[src/rtl/proc_pkg.sv]
// Shared constants and the fetch state encoding for the program ROM reader.
package proc_pkg;
    localparam int ADDR_W    = 5;
    localparam int DATA_W    = 8;
    localparam int ROM_DEPTH = 16;

    typedef enum logic [1:0] {
        IDLE,
        FETCH,
        HOLD,
        FAULT
    } fetch_state_e;
endpackage

[src/rtl/pc_counter.sv]
// Program counter: load on jump, increment with wrap at ROM_DEPTH, otherwise hold.
// pc_nxt is exported so the fetch FSM can register rom_addr in step with the PC.
module pc_counter #(
    parameter int ADDR_W    = proc_pkg::ADDR_W,
    parameter int ROM_DEPTH = proc_pkg::ROM_DEPTH,
    parameter int RESET_PC  = 0
) (
    input  logic              clk,
    input  logic              rst_n,
    input  logic              load,
    input  logic [ADDR_W-1:0] load_addr,
    input  logic              inc,
    output logic [ADDR_W-1:0] pc,
    output logic [ADDR_W-1:0] pc_nxt
);
    localparam logic [ADDR_W-1:0] LAST_PC = ADDR_W'(ROM_DEPTH - 1);

    always_comb begin
        // NOTE: default assignment first so every path drives pc_nxt; no latch is inferred.
        pc_nxt = pc;
        if (load) begin
            pc_nxt = load_addr;
        end else if (inc) begin
            pc_nxt = (pc == LAST_PC) ? '0 : pc + 1'b1;
        end
    end

    always_ff @(posedge clk or negedge rst_n) begin
        // NOTE: non-blocking assignments for registers so every flop samples pre-edge values.
        if (!rst_n) begin
            pc <= ADDR_W'(RESET_PC);
        end else begin
            pc <= pc_nxt;
        end
    end
endmodule

[src/rtl/instr_fetch.sv]
// Program ROM reader: drives rom_oe/rom_addr from the PC and hands fetched bytes
// to the decoder through a valid/ready instruction register.
module instr_fetch #(
    parameter int ADDR_W    = proc_pkg::ADDR_W,
    parameter int DATA_W    = proc_pkg::DATA_W,
    parameter int ROM_DEPTH = proc_pkg::ROM_DEPTH,
    parameter int RESET_PC  = 0
) (
    input  logic              clk,
    input  logic              rst_n,
    input  logic              en,
    output logic              rom_oe,
    output logic [ADDR_W-1:0] rom_addr,
    input  logic [DATA_W-1:0] rom_data,
    input  logic              jmp_valid,
    input  logic [ADDR_W-1:0] jmp_addr,
    output logic              ir_valid,
    input  logic              ir_ready,
    output logic [DATA_W-1:0] ir_data,
    output logic [ADDR_W-1:0] ir_pc,
    output logic              fault
);
    import proc_pkg::*;

    localparam logic [ADDR_W:0] DEPTH_X = (ADDR_W + 1)'(ROM_DEPTH);

    fetch_state_e      state;
    logic [ADDR_W-1:0] pc;
    logic [ADDR_W-1:0] pc_nxt;
    logic              live;
    logic              accept;
    logic              slot_free;
    logic              jmp_ok;
    logic              pc_load;
    logic              pc_inc;

    assign live      = (state != FAULT);
    assign accept    = ir_valid && ir_ready;
    assign slot_free = !ir_valid || ir_ready;
    assign jmp_ok    = ({1'b0, jmp_addr} < DEPTH_X);
    assign pc_load   = live && jmp_valid && jmp_ok;
    assign pc_inc    = (state == FETCH) && !jmp_valid && en && slot_free;

    pc_counter #(
        .ADDR_W   (ADDR_W),
        .ROM_DEPTH(ROM_DEPTH),
        .RESET_PC (RESET_PC)
    ) u_pc (
        .clk      (clk),
        .rst_n    (rst_n),
        .load     (pc_load),
        .load_addr(jmp_addr),
        .inc      (pc_inc),
        .pc       (pc),
        .pc_nxt   (pc_nxt)
    );

    always_ff @(posedge clk or negedge rst_n) begin
        if (!rst_n) begin
            state    <= IDLE;
            rom_oe   <= 1'b0;
            rom_addr <= '0;
            ir_valid <= 1'b0;
            ir_data  <= '0;
            ir_pc    <= '0;
            fault    <= 1'b0;
        end else if (live && jmp_valid) begin
            // A jump flushes the instruction register even if it is being accepted.
            ir_valid <= 1'b0;
            if (jmp_ok) begin
                state    <= en ? FETCH : IDLE;
                rom_oe   <= en;
                rom_addr <= en ? pc_nxt : '0;
            end else begin
                state    <= FAULT;
                fault    <= 1'b1;
                rom_oe   <= 1'b0;
                rom_addr <= '0;
                ir_data  <= '0;
                ir_pc    <= '0;
            end
        end else begin
            case (state)
                IDLE: begin
                    if (accept) ir_valid <= 1'b0;
                    if (en) begin
                        state    <= FETCH;
                        rom_oe   <= 1'b1;
                        rom_addr <= pc;
                    end
                end
                FETCH: begin
                    if (!en) begin
                        state    <= IDLE;
                        rom_oe   <= 1'b0;
                        rom_addr <= '0;
                        if (accept) ir_valid <= 1'b0;
                    end else if (slot_free) begin
                        ir_data  <= rom_data;
                        ir_pc    <= pc;
                        ir_valid <= 1'b1;
                        rom_addr <= pc_nxt;
                    end else begin
                        state    <= HOLD;
                        rom_oe   <= 1'b0;
                        rom_addr <= '0;
                    end
                end
                HOLD: begin
                    if (accept) begin
                        ir_valid <= 1'b0;
                        state    <= en ? FETCH : IDLE;
                        rom_oe   <= en;
                        rom_addr <= en ? pc : '0;
                    end
                end
                FAULT: ;
                default: state <= IDLE;
            endcase
        end
    end
endmodule
[config.mk]
export PLATFORM = sky130hd
export DESIGN_NAME = instr_fetch
export DESIGN_NICKNAME = d
export VERILOG_FILES = /design/src/rtl/proc_pkg.sv /design/src/rtl/pc_counter.sv /design/src/rtl/instr_fetch.sv
export SDC_FILE = /design/constraint.sdc
export NUM_CORES = 1
export LEC_CHECK = 0
export CAP_MARGIN = 20
export CELL_PAD_IN_SITES_DETAIL_PLACEMENT = 1
export CELL_PAD_IN_SITES_GLOBAL_PLACEMENT = 2
export CORE_MARGIN = 2
export CORE_UTILIZATION = 32
export DETAILED_ROUTE_END_ITERATION = 12
export PLACE_DENSITY_LB_ADDON = 0.1
export SYNTH_ARGS = -nofsm -noshare
export SYNTH_HDL_FRONTEND = slang
export SYNTH_SLANG_ARGS = --single-unit
[constraint.sdc]
create_clock -name clk -period 2.7 [get_ports clk]
set_input_delay 0.54 -clock clk [delete_from_list [all_inputs] [get_ports clk]]
set_output_delay 0.54 -clock clk [all_outputs]
set_load 0.01 [all_outputs]
=== After elaboration in Yosys (flattened, before gate mapping) ===
Index checks and enable logic that the tools add are counted.

* Register bits after elaboration: 28
* Output and inout port bits: 21

* $add $sub $neg: 1
* Magnitude comparators: 1
* Equal/unequal tests: 9
* Mux-type cells: 42
* Bitwise operators: 1
* Reductions and logical operators: 21

{| class="wikitable"
|+ Operator list
! kind !! number
|-
| $mux 5 || 16
|-
| $mux 8 || 5
|-
| $pmux 5 s3 || 1
|-
| $mux 2 || 6
|-
| $mux 1 || 11
|-
| $ne 4x3->1 const B || 2
|-
| $reduce_and 4->1 || 2
|-
| $logic_and 1x1->1 || 6
|-
| $ne 3x3->1 const B || 2
|-
| $pmux 2 s3 || 1
|-
| $reduce_bool 2->1 || 3
|-
| $add 5x1->5 const B || 1
|-
| $eq 5x4->1 const B || 1
|-
| $lt 5x5->1 const B || 1
|-
| $ne 2x2->1 const B || 2
|-
| $reduce_and 2->1 || 2
|-
| $reduce_bool 4->1 || 1
|-
| $pmux 1 s3 || 1
|-
| $reduce_and 3->1 || 1
|-
| $reduce_bool 3->1 || 1
|-
| $eq 2x1->1 const B || 1
|-
| $eq 2x2->1 const B || 1
|-
| $logic_not 1->1 || 2
|-
| $logic_not 2->1 || 1
|-
| other kinds (4) || 4
|}

=== Longest topological paths before layout ===
* Depth in word-level cells: 10
* Gate-level depth with buffers: 7
* Gate-level depth less buffers: 7

=== Modules after synthesis ===
A second synthesis with hierarchy kept.

* Cell total of the unflattened synthesis: 142
* Area, all modules: 1,477.7 um^2

{| class="wikitable"
|+ Modules (own cells, without submodules)
! module !! instances !! cells each !! area each (um^2)
|-
| instr_fetch || 1 || 109 || 1,193.6
|-
| pc_counter || 1 || 33 || 284.0
|}

=== Worst setup path after synthesis ===
Ideal clock, no wire load.

* Path type: reg2reg
* Start point: register state[0]
* End point: register rom_oe
* Library setup time: 125 ps
* Data arrival time: 1,735 ps
* Slack: 840 ps
* Cell stages (with the launch flop): 8
* Clock period less this slack: 1,860 ps
* Cells stage by stage: dfrtp_1 > inv_1 > ha_1 > a22o_1 > a21o_1 > buf_2 > nor2_4 > mux2_2

* Word-level cells in the longest chain between the ends: 4
* Elaborated cells on any way between the ends: 12

{| class="wikitable"
|+ Ends and longest elaborated chain
! item !! line !! text
|-
| from (decl) || instr_fetch.sv:27 || <nowiki>fetch_state_e state;</nowiki>
|-
| from (signal assigned) || instr_fetch.sv:71 || <nowiki>state <= en ? FETCH : IDLE;</nowiki>
|-
| from (signal assigned) || instr_fetch.sv:112 || <nowiki>state <= en ? FETCH : IDLE;</nowiki>
|-
| $ne 2x2->1 || instr_fetch.sv:37 || <nowiki>assign live = (state != FAULT);</nowiki>
|-
| $logic_and 1x1->1 || instr_fetch.sv:67 || <nowiki>end else if (live && jmp_valid) begin</nowiki>
|-
| $ne 4x3->1 (no source line) (tied with other cells) || -- ||
|-
| $reduce_and 4->1 (no source line) || -- ||
|-
| to (signal assigned) || instr_fetch.sv:72 || <nowiki>rom_oe <= en;</nowiki>
|-
| to (signal assigned) || instr_fetch.sv:113 || <nowiki>rom_oe <= en;</nowiki>
|-
| to (decl) || instr_fetch.sv:12 || <nowiki>output logic rom_oe,</nowiki>
|}

Parallel ways exist; a longest one is shown, timed or not.
A chain may end at the register's enable or synchronous reset.

=== Final worst setup path ===
* Start point: input en
* End point: register rom_oe

* Word-level cells in the longest chain between the ends: 3
* Elaborated cells on any way between the ends: 8

{| class="wikitable"
|+ Ends and longest elaborated chain
! item !! line !! text
|-
| from (decl) || instr_fetch.sv:11 || <nowiki>input logic en,</nowiki>
|-
| $mux 1 (on tied branches) || instr_fetch.sv:110, instr_fetch.sv:93 ||
|-
| $pmux 1 s3 || instr_fetch.sv:83 || <nowiki>case (state)</nowiki>
|-
| $mux 1 || instr_fetch.sv:67 ||
|}

Parallel ways exist; a longest one is shown, timed or not. The select of a mux whose other input is x is not followed.

==> results.md <==
* Antenna violations before repair at 0
* Final Hold Vio Count at 0
* CTS tree: done
* Clock Skews at 0.00455 ns
* Count of nets left with antenna violations after detail routing at 0
* Final wirelength at 3770 um
* Layout cell share with drive strength beyond 1 at 0.126
* Post-synth EDFFs at 0
* Class of the tightest hold or removal check: register to register
* Hold-fix buffers at CTS at 0
* P_sw at 798 uW
* I/O pin total at 39
* Combinational Power Share at 0.506
* Die span in x at 71.3 um
* Part of the power in registers at 0.331
* Internal reg-to-reg setup slack at 0.66 ns
* Kind of cell adding the most delay to the critical path: buffers and inverters
* Number of max-slew violations in the final report at 0
* Actual slew at the worst max-slew pin at 0.575 ns
* Routability congestion estimate at 0.885
* Bufs on Longest Clock Path at 2
* Routed wire per std cell at 17.2 um
* Stage delay of the slowest cell on the critical path at 0.63 ns
* FILL cells at 472
* Detailed Place HPWL at 2790 um
* Fraction of power spent switching nets at 0.382
* Int Pwr at 1.29 mW
* Power share of the clock group at 0.163
* Area inside the core boundary at 4350 um2
* Count of routing violations after the opening detailed-route iteration at 52
* Max-slew headroom at the worst pin at 0.612
* Post-synth cell types at 42
* Maximum number of pins on one net before global-route repair at 29
* Clock Sink Count at 28
* Leading cell type in the layout, fill and taps excluded: clkdlybuf4s50_1
* Diodes inserted at 0
* Slack of the critical path at 0.536 ns
* Cell with the biggest individual delay on the critical path: clkdlybuf4s50_1
* # H-tree levels at 1
* Number of vias in the routed layout at 1177
* Critical path type: primary input to register
* Initial core utilization at 0.333
* Proportion of register bits with asynchronous set or reset after synthesis at 1.00
* Die span in y at 71.3 um
* Number of buffers and inverters on the critical path at 2
* Die area at 5080 um2
* Dominant synthesized flop cell: dfrtp_1
* Combined global-route utilization of all metal layers at 0.160
* Largest cells by area after synthesis: dfrtp_1 48%, a22o_1 9.1%, ha_1 5.2%, o21ai_0 2.4%, nor3_4 2.2%
* Worst hold-check slack at 0.473 ns
* Post-cts gate resize count at 0
* Post-CTS Setup Inserts at 0
* Setup WS pre-CTS at 0.242 ns
* Via density per instance at 5.37
* Quantity of I/O buffers inserted on ports at 38
* Clock transition at the registers of the reported paths at 0.10 ns
* Leading cell types in the layout, fill and taps excluded: 38 x clkdlybuf4s50_1, 28 x dfrtp_1, 15 x a22o_1
* Router iterations before antenna repair at 4
* Setup repair after global routing missed its margin: false
* Data required time at the worst endpoint at 2.87 ns
* Number of buffers created by CTS at 3
* Reported leakage power at 0.844 nW
* Number of cells after detailed placement at 215
* Total Nets Final at 192
* Final total negative setup slack at 0 ns
* Share of the clock period used by the worst path at 0.802
* Post-Synthesis Cells at 126
* Critical Path End Type: register
* Fraction of the yosys area taken by sequential cells at 0.484
* Final setup vio count at 0
* CP startpoint kind: primary input
* Post-synthesis cell type with the largest combined area: dfrtp_1
* Vias in the first global route at 1296
* Total power of the final layout at 2.09 mW
* Average cell area after synthesis at 11.5 um2
* Overflow left after global routing at 0
* Post-route DRC at 0
* Site row count at 24
* VDD IR-drop max at 0.353 mV
* Warning count from the yosys run at 0
* Synth Register Bits at 28
* Cells along the critical path: clkdlybuf4s50_1 -> inv_2 -> a22o_1 -> a21o_1 -> nor2_4 -> mux2_2
* Min cycle time layout at 2.16 ns
* Run status: finished, final reports clean
* Upper clock frequency limit at 0.462 GHz
* CP max FO at 9
* Cell chosen for the clock root: clkbuf_8
* Non-filler instance count after layout at 219
* Worst endpoint data arrival time at 2.34 ns
* Synth top area share at 0.484
* PD cells at 1060 nW/um2
* Insertion delay to the later sink of the worst-skew pair at 0.28 ns
* First-pass GRT wire length at 6380 um
* Max-cap viol count at 0
* Layout-stage area growth over the synthesis result at 35.9%
* Net count of the mapped netlist at 150
* Cell area after synthesis at 1450 um2
cell usage after synthesis, types with 2 or more instances:
cell type,number
dfrtp_1,28
o21ai_1,2
a221o_1,2
a22oi_1,2
mux2i_1,2
buf_2,3
nand2_1,8
ha_1,6
inv_1,8
a22o_1,15
nor2b_1,2
o21ai_0,7
mux2_2,2
a21oi_1,5
nor2_1,3
nor3_4,2
a21o_1,4
power groups by stage:
stage	sequential, mW	combinational (mW)	clock [mW]
global route	0.719	1.15	0.367
global placement	0.693	1.05	0
detailed placement	0.698	1.06	0
CTS	0.692	1.07	0.348
finish	0.692	1.06	0.341
floorplan	0.711	0.642	0
metrics by stage:
| stage | cell area, um2 | util |
|---|---|---|
| 6_report | 1970 | 0.452 |
| 5_1_grt | 1970 | 0.452 |
| 4_1_cts | 1970 | 0.452 |
| 3_5_place_dp | 1900 | 0.436 |
| 3_3_place_gp | 1900 | 0.436 |
| 2_1_floorplan | 1450 | - |
cell families (layout without fill, tap and decap cells):
kind of cell / count (synthesis) / after routing / synth area share
AOI/OAI and AO/OA: 47 / 47 / 0.263
xor gates and xnor gates: 1 / 1 / 0.00605
adders and majority gates: 6 / 6 / 0.0518
buffers and inverters: 13 / 54 / 0.0363
DFF: 28 / 28 / 0.484
muxes: 4 / 4 / 0.0294
and+or+nand+nor: 27 / 27 / 0.130
final cells by class:
cell class | instances | area [um2] | area share
inverter | 9 | 33.8 | 0.0172
tap | 52 | 65.1 | 0.0330
timing repair buffer | 41 | 403 | 0.205
multi-input combinational | 85 | 696 | 0.353
clock buffer | 3 | 41.3 | 0.0210
sequential | 28 | 701 | 0.356
clock inverter | 1 | 30.0 | 0.0152
sequential cells by signal, indices dropped and copies added, names as in the netlist:
name,count
u_pc.pc,5
ir_valid,1
state,2
ir_data,8
rom_oe,1
ir_pc,5
rom_addr,5
fault,1
per-layer routing:
layer / share of wire / track usage / wire (um)
met4: 0.015 / 0.0545 / 55
met1: 0.47 / 0.220 / 1790
met3: 0.061 / 0.0380 / 232
met2: 0.45 / 0.248 / 1700
met5: 0 / 0 / 0
final timing paths:
check                          from         end  depth (start not counted)
max                              en      rom_oe                          6
min                           fault       fault                          1
max reg2reg                state[0]      rom_oe                          6
min reg2reg                   fault       fault                          1
max in group asynchronous     rst_n  u_pc.pc[2]                          2
min in group asynchronous     rst_n    ir_valid                          2
Note: power is estimated with default switching activity, not from simulation.
